$ cat src/rtl/i2s_tx.sv
// i2s_tx
// Serializes the stereo sample stream at the end of the effects chain onto
// a standard I2S link feeding the output DAC. A one-deep holding buffer
// takes samples through a valid/ready handshake. The serializer loads a new
// frame from that buffer at every frame boundary.
//
// Ports
//   clk          system clock
//   reset_n      synchronous active-low reset
//   audio_in     stereo sample, [0] = left, [1] = right
//   in_valid     audio_in is valid
//   in_ready     holding buffer is empty and can take a sample
//   enable       run the serializer; when low, BCLK/LRCLK/SDATA stay idle
//   i2s_bclk     bit clock, period 2*BCLK_DIV clk
//   i2s_lrclk    word select, 0 = left slot, 1 = right slot
//   i2s_sdata    serial data, MSB first, one BCLK after each LRCLK edge
//   frame_start  one-cycle pulse when a frame is loaded
//   underrun     one-cycle pulse when a frame loads with the buffer empty
//
// Parameters
//   DATA_W    sample width per channel
//   SLOT_W    BCLK periods per channel slot (>= DATA_W)
//   BCLK_DIV  clk cycles per BCLK half-period (>= 1)

module i2s_tx #(
  parameter int DATA_W   = 16,
  parameter int SLOT_W   = 16,
  parameter int BCLK_DIV = 4
) (
  input  logic                   clk,
  input  logic                   reset_n,
  input  logic [1:0][DATA_W-1:0] audio_in,
  input  logic                   in_valid,
  output logic                   in_ready,
  input  logic                   enable,
  output logic                   i2s_bclk,
  output logic                   i2s_lrclk,
  output logic                   i2s_sdata,
  output logic                   frame_start,
  output logic                   underrun
);

  localparam int FRAME_W = 2 * SLOT_W;
  localparam int BIT_W   = $clog2(FRAME_W);
  localparam int DIV_W   = (BCLK_DIV > 1) ? $clog2(BCLK_DIV) : 1;
  localparam int PAD_W   = SLOT_W - DATA_W;

  localparam logic [BIT_W-1:0] LAST_BIT = BIT_W'(FRAME_W - 1);
  localparam logic [BIT_W-1:0] SLOT_LEN = BIT_W'(SLOT_W);
  localparam logic [DIV_W-1:0] DIV_LAST = DIV_W'(BCLK_DIV - 1);

  logic [1:0][DATA_W-1:0] hold;
  logic                   hold_full;

  logic [DIV_W-1:0]       div_cnt;
  logic [BIT_W-1:0]       bit_cnt;
  logic [FRAME_W-1:0]     shreg;

  logic                   div_last;
  logic                   falling;
  logic                   wrap;
  logic                   accept;
  logic                   load_from_hold;
  logic [BIT_W-1:0]       bit_next;
  logic [FRAME_W-1:0]     frame_word;
  logic [FRAME_W-1:0]     load_word;

  assign in_ready = !hold_full;

  // Event decode. A falling event is the edge where bclk is about to go
  // from 1 to 0; every serial output only moves on those edges so the DAC
  // sees stable data on its rising-edge sample point. The wrap is the
  // falling event that closes the last bit slot of the frame.
  always_comb begin
    div_last       = 1'b0;
    falling        = 1'b0;
    wrap           = 1'b0;
    bit_next       = '0;
    accept         = 1'b0;
    load_from_hold = 1'b0;

    div_last       = (div_cnt == DIV_LAST);
    falling        = enable && div_last && i2s_bclk;
    wrap           = falling && (bit_cnt == LAST_BIT);
    bit_next       = wrap ? '0 : bit_cnt + 1'b1;
    accept         = in_valid && !hold_full;
    load_from_hold = wrap && hold_full;
  end

  // Frame image, left-justified inside each slot: left data, left padding,
  // right data, right padding, with bit FRAME_W-1 going out first. Built
  // with shifts so that SLOT_W == DATA_W (no padding) needs no special case.
  // An empty buffer loads silence.
  always_comb begin
    frame_word = '0;
    load_word  = '0;

    frame_word = (FRAME_W'(hold[0]) << (FRAME_W - DATA_W))
               | (FRAME_W'(hold[1]) << PAD_W);
    load_word  = hold_full ? frame_word : '0;
  end

  // Holding buffer. Since a transfer needs the buffer empty and a load from
  // it needs the buffer full, the two can never fall on the same edge. An
  // accept on the edge of an empty-buffer load therefore lands in the
  // buffer for the following frame.
  always_ff @(posedge clk) begin
    if (!reset_n) begin
      hold      <= '0;
      hold_full <= 1'b0;
    end else if (accept) begin
      hold      <= audio_in;
      hold_full <= 1'b1;
    end else if (load_from_hold) begin
      hold_full <= 1'b0;
    end
  end

  // BCLK divider. Dropping enable parks the divider so that a restart
  // always begins with a full low half-period. The first falling event then
  // lands exactly 2*BCLK_DIV clk after enable rises.
  always_ff @(posedge clk) begin
    if (!reset_n || !enable) begin
      div_cnt  <= '0;
      i2s_bclk <= 1'b0;
    end else if (div_last) begin
      div_cnt  <= '0;
      i2s_bclk <= ~i2s_bclk;
    end else begin
      div_cnt  <= div_cnt + 1'b1;
    end
  end

  // Serializer. bit_cnt idles at the last slot so that the first falling
  // event after a restart is a wrap and loads a fresh frame. sdata is taken
  // from the shifter before the load or shift. This delays each word by one
  // BCLK relative to lrclk, and the final bit of a frame leaves on the
  // following wrap.
  always_ff @(posedge clk) begin
    if (!reset_n) begin
      i2s_lrclk   <= 1'b1;
      i2s_sdata   <= 1'b0;
      bit_cnt     <= LAST_BIT;
      shreg       <= '0;
      frame_start <= 1'b0;
      underrun    <= 1'b0;
    end else begin
      frame_start <= wrap;
      underrun    <= wrap && !hold_full;

      if (!enable) begin
        i2s_lrclk <= 1'b1;
        i2s_sdata <= 1'b0;
        bit_cnt   <= LAST_BIT;
        shreg     <= '0;
      end else if (falling) begin
        bit_cnt   <= bit_next;
        i2s_lrclk <= (bit_next >= SLOT_LEN);
        i2s_sdata <= shreg[FRAME_W-1];
        if (wrap) begin
          shreg <= load_word;
        end else begin
          shreg <= {shreg[FRAME_W-2:0], 1'b0};
        end
      end
    end
  end

endmodule

$ cat config.mk
export PLATFORM = sky130hd
export DESIGN_NAME = i2s_tx
export DESIGN_NICKNAME = d
export VERILOG_FILES = /design/src/rtl/i2s_tx.sv
export SDC_FILE = /design/constraint.sdc
export NUM_CORES = 1
export LEC_CHECK = 0
export CORE_MARGIN = 2
export CORE_UTILIZATION = 40
export DETAILED_ROUTE_END_ITERATION = 10
export PLACE_DENSITY = 0.69
export SYNTH_ARGS = -nofsm -noshare
export SYNTH_HDL_FRONTEND = slang
export SYNTH_SLANG_ARGS = --single-unit
$ cat constraint.sdc
create_clock -name clk -period 3.4 [get_ports clk]
set_clock_uncertainty 0.15 [all_clocks]
set_input_delay 0.34 -clock clk [delete_from_list [all_inputs] [get_ports clk]]
set_output_delay 0.34 -clock clk [all_outputs]
set_load 0.05 [all_outputs]
==> results of run 1 <==
-- synthesized netlist by cell type --
cell | n | share of area (%)
sky130_fd_sc_hd__a211o_1 | 2 | 0.55
sky130_fd_sc_hd__a21boi_0 | 24 | 5.7
sky130_fd_sc_hd__a21boi_1 | 8 | 1.9
sky130_fd_sc_hd__a21oi_1 | 2 | 0.31
sky130_fd_sc_hd__a221oi_1 | 2 | 0.55
sky130_fd_sc_hd__a221oi_2 | 29 | 14
sky130_fd_sc_hd__a31oi_1 | 2 | 0.39
sky130_fd_sc_hd__a41oi_1 | 2 | 0.55
sky130_fd_sc_hd__and2_1 | 2 | 0.39
sky130_fd_sc_hd__and3_1 | 3 | 0.59
sky130_fd_sc_hd__buf_2 | 8 | 1.3
sky130_fd_sc_hd__buf_4 | 6 | 1.4
sky130_fd_sc_hd__buf_6 | 6 | 2.1
sky130_fd_sc_hd__clkbuf_1 | 9 | 1.1
sky130_fd_sc_hd__clkbuf_4 | 1 | 0.24
sky130_fd_sc_hd__dfxtp_1 | 76 | 48
sky130_fd_sc_hd__ha_1 | 3 | 1.2
sky130_fd_sc_hd__inv_1 | 3 | 0.35
sky130_fd_sc_hd__nand2_1 | 74 | 8.7
sky130_fd_sc_hd__nand2b_1 | 1 | 0.20
sky130_fd_sc_hd__nand3_1 | 1 | 0.16
sky130_fd_sc_hd__nand4_1 | 1 | 0.20
sky130_fd_sc_hd__nor2_1 | 35 | 4.1
sky130_fd_sc_hd__nor2b_1 | 1 | 0.20
sky130_fd_sc_hd__nor3_1 | 34 | 5.4
sky130_fd_sc_hd__nor3b_1 | 1 | 0.24
sky130_fd_sc_hd__o21ai_0 | 3 | 0.47
sky130_fd_sc_hd__xnor2_1 | 1 | 0.28
-- metal layers --
layer	up-vias	routed length, um	global-route usage (%)
li1	1250	-	-
met5	-	0	0
met2	44	3170	26.7
met4	0	104	7.35
met1	1158	3080	21.0
met3	7	214	2.82
-- cell type report --
cell class / instances / area, um^2 / share of cell area [%]
Sequential cell: 76 / 1520 / 39.5
Multi-Input combinational cell: 231 / 1460 / 37.8
Timing Repair Buffer: 49 / 470 / 12.2
Clock buffer: 12 / 145 / 3.77
Tap cell: 102 / 128 / 3.31
Clock inverter: 4 / 120 / 3.12
Inverter: 3 / 11.3 / 0.292
-- report_power, final --
| group | switching [mW] | internal (mW) | leakage [nW] | total (mW) |
|---|---|---|---|---|
| Combinational | 0.0651 | 0.0631 | 0.722 | 0.128 |
| Clock | 0.325 | 0.583 | 0.131 | 0.908 |
| Sequential | 0.0179 | 0.913 | 0.618 | 0.931 |
-- kinds of logic after synthesis --
logic type,count (synthesis),synth area share [%]
DFF,76,47.8
xor gates and xnor gates,1,0.275
adders and majority gates,3,1.18
AOI/OAI and AO/OA,74,24.1
and+or+nand+nor,153,20.2
buffers and inverters,33,6.45
-- through the flow --
stage | hold slack [ns] | cells | total power [mW] | utilization (%) | setup slack (ns)
2_1_floorplan | 0.254 | 340 | 1.02 | - | 1.44
3_3_place_gp | 0.264 | 461 | 1.08 | 46.5 | 0.891
3_5_place_dp | 0.274 | 461 | 1.08 | 46.5 | 0.790
4_1_cts | 0.286 | 477 | 1.98 | 49.9 | 0.772
5_1_grt | 0.289 | 477 | 2.03 | 49.9 | 0.590
6_report | 0.286 | 477 | 1.97 | 49.9 | 0.795
-- state kept, by name, summed over array words and instances, names as in the netlist --
| register | cells |
|---|---|
| underrun | 1 |
| hold_full | 1 |
| frame_start | 1 |
| shreg | 32 |
| i2s_bclk | 1 |
| div_cnt | 2 |
| i2s_sdata | 1 |
| i2s_lrclk | 1 |
| bit_cnt | 4 |
| hold | 32 |
-- worst reg2reg max path, cell delays in order (launching register included) --
cell                       delay, ns
sky130_fd_sc_hd__dfxtp_1        0.34
sky130_fd_sc_hd__ha_1           0.23
sky130_fd_sc_hd__and3_1         0.19
sky130_fd_sc_hd__ha_1           0.27
sky130_fd_sc_hd__inv_1          0.56
sky130_fd_sc_hd__buf_4          0.45
sky130_fd_sc_hd__a221oi_2       0.13
sky130_fd_sc_hd__nor3_1         0.21
-- final timing paths --
| kind | startpoint | endpoint | slack, ns | depth (start not counted) |
|---|---|---|---|---|
| max | bit_cnt[0] | shreg[31] | 0.80 | 7 |
| min reg2reg | div_cnt[0] | div_cnt[0] | 0.29 | 1 |
| min | div_cnt[0] | div_cnt[0] | 0.29 | 1 |
| max reg2reg | bit_cnt[0] | shreg[31] | 0.80 | 7 |
==> reports/metrics.json, run 1 <==
{
  "wl_per_cell": {"value": 13.8, "unit": "um"},
  "route.vias.total": {"value": 2459},
  "worst_setup_path_start_kind": {"value": "register"},
  "synth_seq_cells": {"value": 76},
  "vdd_drop_max": {"value": 0.000227, "unit": "V"},
  "post-dp-hpwl": {"value": 4010, "unit": "um"},
  "drc": {"value": 0},
  "placement_rows": {"value": 32},
  "seq_area_frac_synth": {"value": 47.8, "unit": "%"},
  "finish.instance_area": {"value": 0.00385, "unit": "mm^2"},
  "layout.nets": {"value": 409},
  "core": {"value": 0.00773, "unit": "mm^2"},
  "cts_buffers": {"value": 9},
  "dieArea": {"value": 0.00868, "unit": "mm^2"},
  "hold_viol": {"value": 0},
  "yosys_warnings": {"value": 0},
  "critical_path_buf_inv_count": {"value": 2},
  "final_common_cell": {"value": "sky130_fd_sc_hd__dfxtp_1"},
  "report.final.setup_viol": {"value": 0},
  "critPathTopFamily": {"value": "buffers and inverters"},
  "cpMostUsedCell": {"value": "sky130_fd_sc_hd__ha_1"},
  "fin_tns_setup": {"value": 0, "unit": "ns"},
  "critical-path-slowest-cell": {"value": "sky130_fd_sc_hd__inv_1"},
  "chipHeight": {"value": 93.2, "unit": "um"},
  "drtPass1Iterations": {"value": 4},
  "critical-path-max-stage-delay": {"value": 0.56, "unit": "ns"},
  "grt_setup_unrepaired": {"value": "false"},
  "clockBufferDepth": {"value": 2},
  "antenna_violating_nets_post_route": {"value": 0},
  "route.final.wire_length": {"value": 6570, "unit": "um"},
  "start_util": {"value": 41.2, "unit": "%"},
  "worst_setup_path_end_kind": {"value": "register"},
  "count_of_cells_resized_by_post_cts_repair": {"value": 0},
  "syn_area": {"value": 0.00318, "unit": "mm^2"},
  "post_cts_buffers": {"value": 0},
  "clk_pin_slew_worst_paths": {"value": 0.08, "unit": "ns"},
  "aggregate_global_route_resource_usage": {"value": 16.3, "unit": "%"},
  "cts.htree.levels": {"value": 3},
  "critical_path_arrival": {"value": 2.73, "unit": "ns"},
  "final_max_slew_viols": {"value": 0},
  "final_min_period_over_clock_period": {"value": 76.6, "unit": "%"},
  "critPathKind": {"value": "register to register"},
  "crit_chain": {"value": "ha_1 > and3_1 > ha_1 > inv_1 > buf_4 > a221oi_2 > nor3_1"},
  "vias_in_the_first_global_route": {"value": 2358},
  "grt_start_max_net_pins": {"value": 40},
  "maxSlewHeadroom": {"value": 28.7, "unit": "%"},
  "power.static_leakage": {"value": 1.47, "unit": "nW"},
  "synth.avg_cell_area": {"value": 9.35, "unit": "um^2"},
  "synth_cells": {"value": 340},
  "timing.critical_path.fanout_max": {"value": 18},
  "floorplan.die.width": {"value": 93.2, "unit": "um"},
  "syn_to_final_growth": {"value": 21.2, "unit": "%"},
  "drive_gt1_share": {"value": 14.1, "unit": "%"},
  "tritoncts": {"value": "built"},
  "power_per_cell_area": {"value": 510, "unit": "mW/mm^2"},
  "wire_length_of_the_first_global_routing_pass": {"value": 11300, "unit": "um"},
  "final_global_route_overflow_total": {"value": 0},
  "io_buffers": {"value": 41},
  "antenna_cells_inserted": {"value": 0},
  "clock.fmax": {"value": 384, "unit": "MHz"},
  "syn_nets": {"value": 379},
  "globalplace.congestion": {"value": 0.728},
  "placed_area": {"value": 0.00359, "unit": "mm^2"},
  "drt-vias-per-instance": {"value": 5.16},
  "cap_violations": {"value": 0},
  "period_minus_slack": {"value": 2.60, "unit": "ns"},
  "clock_tree.root_cell": {"value": "sky130_fd_sc_hd__clkbuf_8"},
  "detail_route.iter0.violations": {"value": 129},
  "cp.required": {"value": 3.52, "unit": "ns"},
  "layout.filler_cells": {"value": 736},
  "clk_lat_worst_skew": {"value": 0.35, "unit": "ns"},
  "hold_class": {"value": "register to register"},
  "ios": {"value": 42},
  "run_status": {"value": "finished, final reports clean"},
  "grt_antenna_before_repair": {"value": 0},
  "layout.cells.most_common_list": {"value": "sky130_fd_sc_hd__dfxtp_1, sky130_fd_sc_hd__nand2_1, sky130_fd_sc_hd__clkdlybuf4s50_1"},
  "netlist-cell-type-count": {"value": 28},
  "worst_max_slew_pin_slew": {"value": 1.07, "unit": "ns"},
  "hold_buffers": {"value": 0},
  "clock-sinks": {"value": 76}
}
Power figures use the tool's default switching activity.
==> run 2, diff against run 1 <==
--- a/config.mk
+++ b/config.mk
@@ -8,7 +8,7 @@
 export CORE_MARGIN = 2
 export CORE_UTILIZATION = 40
 export DETAILED_ROUTE_END_ITERATION = 10
-export PLACE_DENSITY = 0.69
+export PLACE_DENSITY = 0.71
 export SYNTH_ARGS = -nofsm -noshare
 export SYNTH_HDL_FRONTEND = slang
 export SYNTH_SLANG_ARGS = --single-unit
==> constraint.sdc (replaced) <==
create_clock -name clk -period 2.2 [get_ports clk]
set_clock_uncertainty 0.15 [all_clocks]
set_input_delay 0.22 -clock clk [delete_from_list [all_inputs] [get_ports clk]]
set_output_delay 0.22 -clock clk [all_outputs]
set_load 0.05 [all_outputs]
==> reports/metrics.json, run 2 (synthesized netlist as in run 1, its figures left out) <==
{
  "final_common_cell": {"value": "sky130_fd_sc_hd__dfxtp_1"},
  "core": {"value": 0.00773, "unit": "mm^2"},
  "clock-sinks": {"value": 76},
  "report.final.setup_viol": {"value": 0},
  "final_max_slew_viols": {"value": 0},
  "grt_antenna_before_repair": {"value": 0},
  "grt_setup_unrepaired": {"value": "false"},
  "drive_gt1_share": {"value": 16.0, "unit": "%"},
  "drtPass1Iterations": {"value": 4},
  "critical_path_buf_inv_count": {"value": 1},
  "cap_violations": {"value": 0},
  "clk_pin_slew_worst_paths": {"value": 0.08, "unit": "ns"},
  "clockBufferDepth": {"value": 2},
  "crit_chain": {"value": "ha_1 > and3_1 > ha_1 > and2_1 > buf_12 > a221oi_2 > nor3_1"},
  "cpMostUsedCell": {"value": "sky130_fd_sc_hd__ha_1"},
  "io_buffers": {"value": 41},
  "placement_rows": {"value": 32},
  "drc": {"value": 0},
  "final_min_period_over_clock_period": {"value": 91.1, "unit": "%"},
  "maxSlewHeadroom": {"value": 67.3, "unit": "%"},
  "period_minus_slack": {"value": 2.00, "unit": "ns"},
  "share_comb_of_total_power": {"value": 7.0, "unit": "%"},
  "critical_path_arrival": {"value": 2.07, "unit": "ns"},
  "worst_setup_path_start_kind": {"value": "register"},
  "dieArea": {"value": 0.00868, "unit": "mm^2"},
  "final-instance-count-excl-fill": {"value": 484},
  "fin_tns_setup": {"value": 0, "unit": "ns"},
  "post-dp-hpwl": {"value": 4190, "unit": "um"},
  "floorplan.die.width": {"value": 93.2, "unit": "um"},
  "wl_met2": {"value": 3140, "unit": "um"},
  "hold_viol": {"value": 0},
  "place.detailed.instances": {"value": 468},
  "critPathTopFamily": {"value": "simple AND/OR/NAND/NOR gates"},
  "power_per_cell_area": {"value": 753, "unit": "mW/mm^2"},
  "syn_to_final_growth": {"value": 23.2, "unit": "%"},
  "post-layout-total-power": {"value": 2.95, "unit": "mW"},
  "worst_max_slew_pin_slew": {"value": 0.489, "unit": "ns"},
  "finish.utilization": {"value": 50.7, "unit": "%"},
  "aggregate_global_route_resource_usage": {"value": 15.8, "unit": "%"},
  "vdd_drop_max": {"value": 0.000277, "unit": "V"},
  "wire_length_of_the_first_global_routing_pass": {"value": 10900, "unit": "um"},
  "antenna_cells_inserted": {"value": 0},
  "post_cts_buffers": {"value": 0},
  "cts.htree.levels": {"value": 3},
  "start_util": {"value": 41.2, "unit": "%"},
  "drt-vias-per-instance": {"value": 5.12},
  "routedLengthMet1": {"value": 2990, "unit": "um"},
  "uppermost_routed_layer": {"value": "met4"},
  "run_status": {"value": "finished, final reports clean"},
  "worst_setup_path_end_kind": {"value": "register"},
  "critical-path-max-stage-delay": {"value": 0.35, "unit": "ns"},
  "critical-path-slowest-cell": {"value": "sky130_fd_sc_hd__dfxtp_1"},
  "swShare": {"value": 21.0, "unit": "%"},
  "dr_wl_met3": {"value": 245, "unit": "um"},
  "seq_power_share": {"value": 48.7, "unit": "%"},
  "vias_in_the_first_global_route": {"value": 2397},
  "ios": {"value": 42},
  "whs": {"value": 0.269, "unit": "ns"},
  "cts_buffers": {"value": 9},
  "clock_power_share": {"value": 44.3, "unit": "%"},
  "clock_tree.root_cell": {"value": "sky130_fd_sc_hd__clkbuf_8"},
  "hold_buffers": {"value": 0},
  "detail_route.iter0.violations": {"value": 65},
  "globalplace.congestion": {"value": 0.720},
  "critPathKind": {"value": "register to register"},
  "layout.cells.most_common_list": {"value": "sky130_fd_sc_hd__dfxtp_1, sky130_fd_sc_hd__nand2_1, sky130_fd_sc_hd__clkdlybuf4s50_1"},
  "tritoncts": {"value": "built"},
  "hold_class": {"value": "primary input to register"},
  "route.vias.total": {"value": 2479},
  "clk_lat_worst_skew": {"value": 0.34, "unit": "ns"},
  "antenna_violating_nets_post_route": {"value": 0},
  "count_of_cells_resized_by_post_cts_repair": {"value": 0},
  "cp.required": {"value": 2.27, "unit": "ns"},
  "critical_path_cell_count": {"value": 7},
  "largestRegisters": {"value": "hold (32), shreg (32), bit_cnt (4)"},
  "timing.critical_path.fanout_max": {"value": 32},
  "wl_per_cell": {"value": 13.3, "unit": "um"},
  "power.net_switching": {"value": 0.621, "unit": "mW"},
  "reg2regPathDepth": {"value": 7},
  "chipHeight": {"value": 93.2, "unit": "um"},
  "route.final.wire_length": {"value": 6420, "unit": "um"},
  "worstHoldPathCells": {"value": 3},
  "final_global_route_overflow_total": {"value": 0},
  "grt_start_max_net_pins": {"value": 33},
  "clock.fmax": {"value": 499, "unit": "MHz"},
  "layout.nets": {"value": 416},
  "power.internal": {"value": 2.33, "unit": "mW"},
  "power.static_leakage": {"value": 1.51, "unit": "nW"}
}
-- run 2: power groups by stage --
stage	combinational [mW]	clock [mW]	sequential, mW
final	0.206	1.31	1.44
after global routing	0.228	1.39	1.44
after CTS	0.208	1.33	1.44
after detailed placement	0.208	0	1.47
after global placement	0.204	0	1.47
after floorplan	0.114	0	1.46
-- run 2: area by class of cell --
type,instances,area (um^2)
flip-flops and latches,76,1520
multi-input cells,231,1460
well taps,102,128
clock buffers,12,155
fillers,718,3810
clock inverters,4,95.1
inverters,3,11.3
repair buffers,56,548
-- run 2: tightest hold or removal path, delay by kind of cell --
kind                   cells  cell delay [ns]
and+or+nand+nor            1             0.05
AOI/OAI and AO/OA          1             0.05
buffers and inverters      1             0.40
-- run 2: final timing paths --
check                     from  slack (ns)         end
setup / recovery    bit_cnt[0]        0.20   shreg[31]
setup reg to reg    bit_cnt[0]        0.20   shreg[31]
hold reg to reg     div_cnt[0]        0.29  div_cnt[0]
hold / removal    audio_in[21]        0.27    hold[21]
-- run 2: metrics by stage --
step                worst slack, ns  cell area, um^2
CTS                           0.210             3920
floorplan                     0.238             3180
global placement              0.284             3670
finish                        0.197             3920
detailed placement            0.256             3670
global route                  0.115             3920
-- run 2: layer usage --
layer | GRT usage (%) | vias to the layer above
met3 | 3.79 | 6
met2 | 26.6 | 46
met1 | 19.6 | 1165
met4 | 6.37 | 0
li1 | - | 1262
met5 | 0 | -
==> run 3, diff against run 2 <==
--- a/config.mk
+++ b/config.mk
@@ -5,9 +5,11 @@
 export SDC_FILE = /design/constraint.sdc
 export NUM_CORES = 1
 export LEC_CHECK = 0
+export CORE_ASPECT_RATIO = 1.5
 export CORE_MARGIN = 2
 export CORE_UTILIZATION = 40
 export DETAILED_ROUTE_END_ITERATION = 10
+export GPL_TIMING_DRIVEN = 0
 export PLACE_DENSITY = 0.71
 export SYNTH_ARGS = -nofsm -noshare
 export SYNTH_HDL_FRONTEND = slang
==> reports/metrics.json, run 3 (synthesized netlist as in run 1, its figures left out) <==
{
  "syn_to_final_growth": {"value": 27.9, "unit": "%"},
  "route.vias.total": {"value": 2574},
  "vias_in_the_first_global_route": {"value": 2671},
  "whs": {"value": 0.280, "unit": "ns"},
  "worst_r2r_startpoint": {"value": "bit_cnt[0]"},
  "route.final.wire_length": {"value": 7190, "unit": "um"},
  "drtPass1Iterations": {"value": 4},
  "finish.utilization": {"value": 53.1, "unit": "%"},
  "holdCritStartpoint": {"value": "audio_in[26]"},
  "critical_path_arrival": {"value": 2.18, "unit": "ns"},
  "worst_setup_path_start_kind": {"value": "register"},
  "drt-vias-per-instance": {"value": 5.17},
  "timing.reg2reg.setup_slack": {"value": 0.07, "unit": "ns"},
  "worst_setup_path_end_kind": {"value": "register"},
  "wl_per_cell": {"value": 14.4, "unit": "um"},
  "globalplace.congestion": {"value": 0.763},
  "final_common_cell": {"value": "sky130_fd_sc_hd__dfxtp_1"},
  "run_status": {"value": "finished, final reports clean"},
  "layout.cells.most_common_list": {"value": "sky130_fd_sc_hd__dfxtp_1, sky130_fd_sc_hd__nand2_1, sky130_fd_sc_hd__clkdlybuf4s50_1"},
  "hold_class": {"value": "primary input to register"},
  "final_global_route_overflow_total": {"value": 0},
  "clock_tree.root_cell": {"value": "sky130_fd_sc_hd__clkbuf_16"},
  "cts.htree.levels": {"value": 3},
  "cp.required": {"value": 2.24, "unit": "ns"},
  "io_buffers": {"value": 41},
  "antenna_cells_inserted": {"value": 0},
  "layout.nets": {"value": 431},
  "clk_lat_worst_skew": {"value": 0.33, "unit": "ns"},
  "grt_antenna_before_repair": {"value": 0},
  "final_max_slew_viols": {"value": 0},
  "start_util": {"value": 41.5, "unit": "%"},
  "vdd_drop_max": {"value": 0.000399, "unit": "V"},
  "cts_buffers": {"value": 9},
  "largestRegisters": {"value": "hold (32), shreg (32), bit_cnt (4)"},
  "tritoncts": {"value": "built"},
  "aggregate_global_route_resource_usage": {"value": 17.4, "unit": "%"},
  "floorplan.die.width": {"value": 76.8, "unit": "um"},
  "power_per_cell_area": {"value": 798, "unit": "mW/mm^2"},
  "clock-sinks": {"value": 76},
  "report.final.setup_viol": {"value": 0},
  "worstHoldPathCells": {"value": 3},
  "grt_start_max_net_pins": {"value": 13},
  "clockBufferDepth": {"value": 2},
  "hold_viol": {"value": 0},
  "core": {"value": 0.00766, "unit": "mm^2"},
  "cap_violations": {"value": 0},
  "placement_rows": {"value": 39},
  "ios": {"value": 42},
  "clock.fmax": {"value": 469, "unit": "MHz"},
  "rr_endpoint": {"value": "shreg[4]"},
  "final_min_period_over_clock_period": {"value": 97.0, "unit": "%"},
  "detail_route.iter0.violations": {"value": 166},
  "worst_hold_path.endpoint": {"value": "hold[26]"},
  "worst_max_slew_pin_slew": {"value": 0.503, "unit": "ns"},
  "timing.critical_path.fanout_max": {"value": 10},
  "wire_length_of_the_first_global_routing_pass": {"value": 11900, "unit": "um"},
  "drc": {"value": 0},
  "post-dp-hpwl": {"value": 4920, "unit": "um"},
  "critPathKind": {"value": "register to register"},
  "period_minus_slack": {"value": 2.13, "unit": "ns"},
  "maxSlewHeadroom": {"value": 66.4, "unit": "%"},
  "dieArea": {"value": 0.00870, "unit": "mm^2"},
  "chipHeight": {"value": 113, "unit": "um"},
  "clk_pin_slew_worst_paths": {"value": 0.06, "unit": "ns"},
  "reg2regPathDepth": {"value": 9},
  "drive_gt1_share": {"value": 16.7, "unit": "%"},
  "power.static_leakage": {"value": 1.57, "unit": "nW"},
  "antenna_violating_nets_post_route": {"value": 0}
}
-- run 3: cell count changes in the layout (fill, tap and decap cells not counted), moves of 2 or more --
cell                        before  now
sky130_fd_sc_hd__buf_6           0    6
sky130_fd_sc_hd__clkbuf_1        1    9
sky130_fd_sc_hd__a221oi_2       29   27
sky130_fd_sc_hd__clkbuf_8       11    2
sky130_fd_sc_hd__buf_4          13    7
sky130_fd_sc_hd__a221oi_4        0    2
sky130_fd_sc_hd__clkbuf_16       0    9
sky130_fd_sc_hd__buf_12          2    0
sky130_fd_sc_hd__buf_2           0    8
-- run 3: critical path, cell delays in order (launching register included) --
cell and delay [ns]:
sky130_fd_sc_hd__dfxtp_1 0.35, sky130_fd_sc_hd__ha_2 0.21, sky130_fd_sc_hd__and3_1 0.18, sky130_fd_sc_hd__ha_1 0.19, sky130_fd_sc_hd__buf_6 0.13, sky130_fd_sc_hd__and2_1 0.16, sky130_fd_sc_hd__buf_6 0.13, sky130_fd_sc_hd__buf_6 0.16
sky130_fd_sc_hd__a221oi_4 0.23, sky130_fd_sc_hd__nor3_1 0.09
-- run 3: per-stage QoR --
step / power [mW] / instance area (um^2) / setup TNS [ns] / setup slack, ns / std cells
after floorplan: 1.58 / 3180 / 0 / 0.238 / 340
after global placement: 1.68 / 3720 / 0 / 0.124 / 483
after detailed placement: 1.69 / 3720 / 0 / 0.101 / 483
after CTS: 3.27 / 4040 / 0 / 0.0503 / 498
after global routing: 3.35 / 4070 / -0.0108 / -0.0108 / 498
final: 3.25 / 4070 / 0 / 0.0661 / 498
-- run 3: repair_timing --
item / CTS / global route
resized for setup: 0 / 4
setup buffers: 0 / 0
hold buffers: 0 / 0
endpoints found under the setup margin: 0 / 14
-- run 3: final cells by class --
cell class                 count  area [um^2]
buffer                        30          194
clock buffer                  11          253
clock inverter                 4         72.6
fill                         732         3590
inverter                       3         11.3
multi-input combinational    231         1480
sequential                    76         1520
tap                          102          128
timing repair buffer          41          410
-- run 3: worst max-delay path by stage --
stage	slack, ns	to	cells after the start	startpoint
after global placement	0.12	shreg[20]	9	bit_cnt[0]
final	0.07	shreg[4]	9	bit_cnt[0]
after floorplan	0.24	shreg[19]	9	bit_cnt[0]
after global routing	-0.01	shreg[4]	9	bit_cnt[0]
after detailed placement	0.10	shreg[24]	9	bit_cnt[0]
after CTS	0.05	shreg[4]	9	bit_cnt[0]
-- run 3: routing by layer --
layer,global-route usage [%],part of all wire [%],vias to the layer above
met5,0,0,-
met4,9.82,2.9,0
met3,3.11,3.9,16
met2,31.8,52,64
met1,18.7,41,1203
li1,-,-,1291
-- run 3: power by group --
group | switching, mW | total, mW | internal, mW
sequential | 0.0280 | 1.44 | 1.41
combinational | 0.109 | 0.216 | 0.107
clock | 0.543 | 1.59 | 1.05
total | 0.680 | 3.25 | 2.57
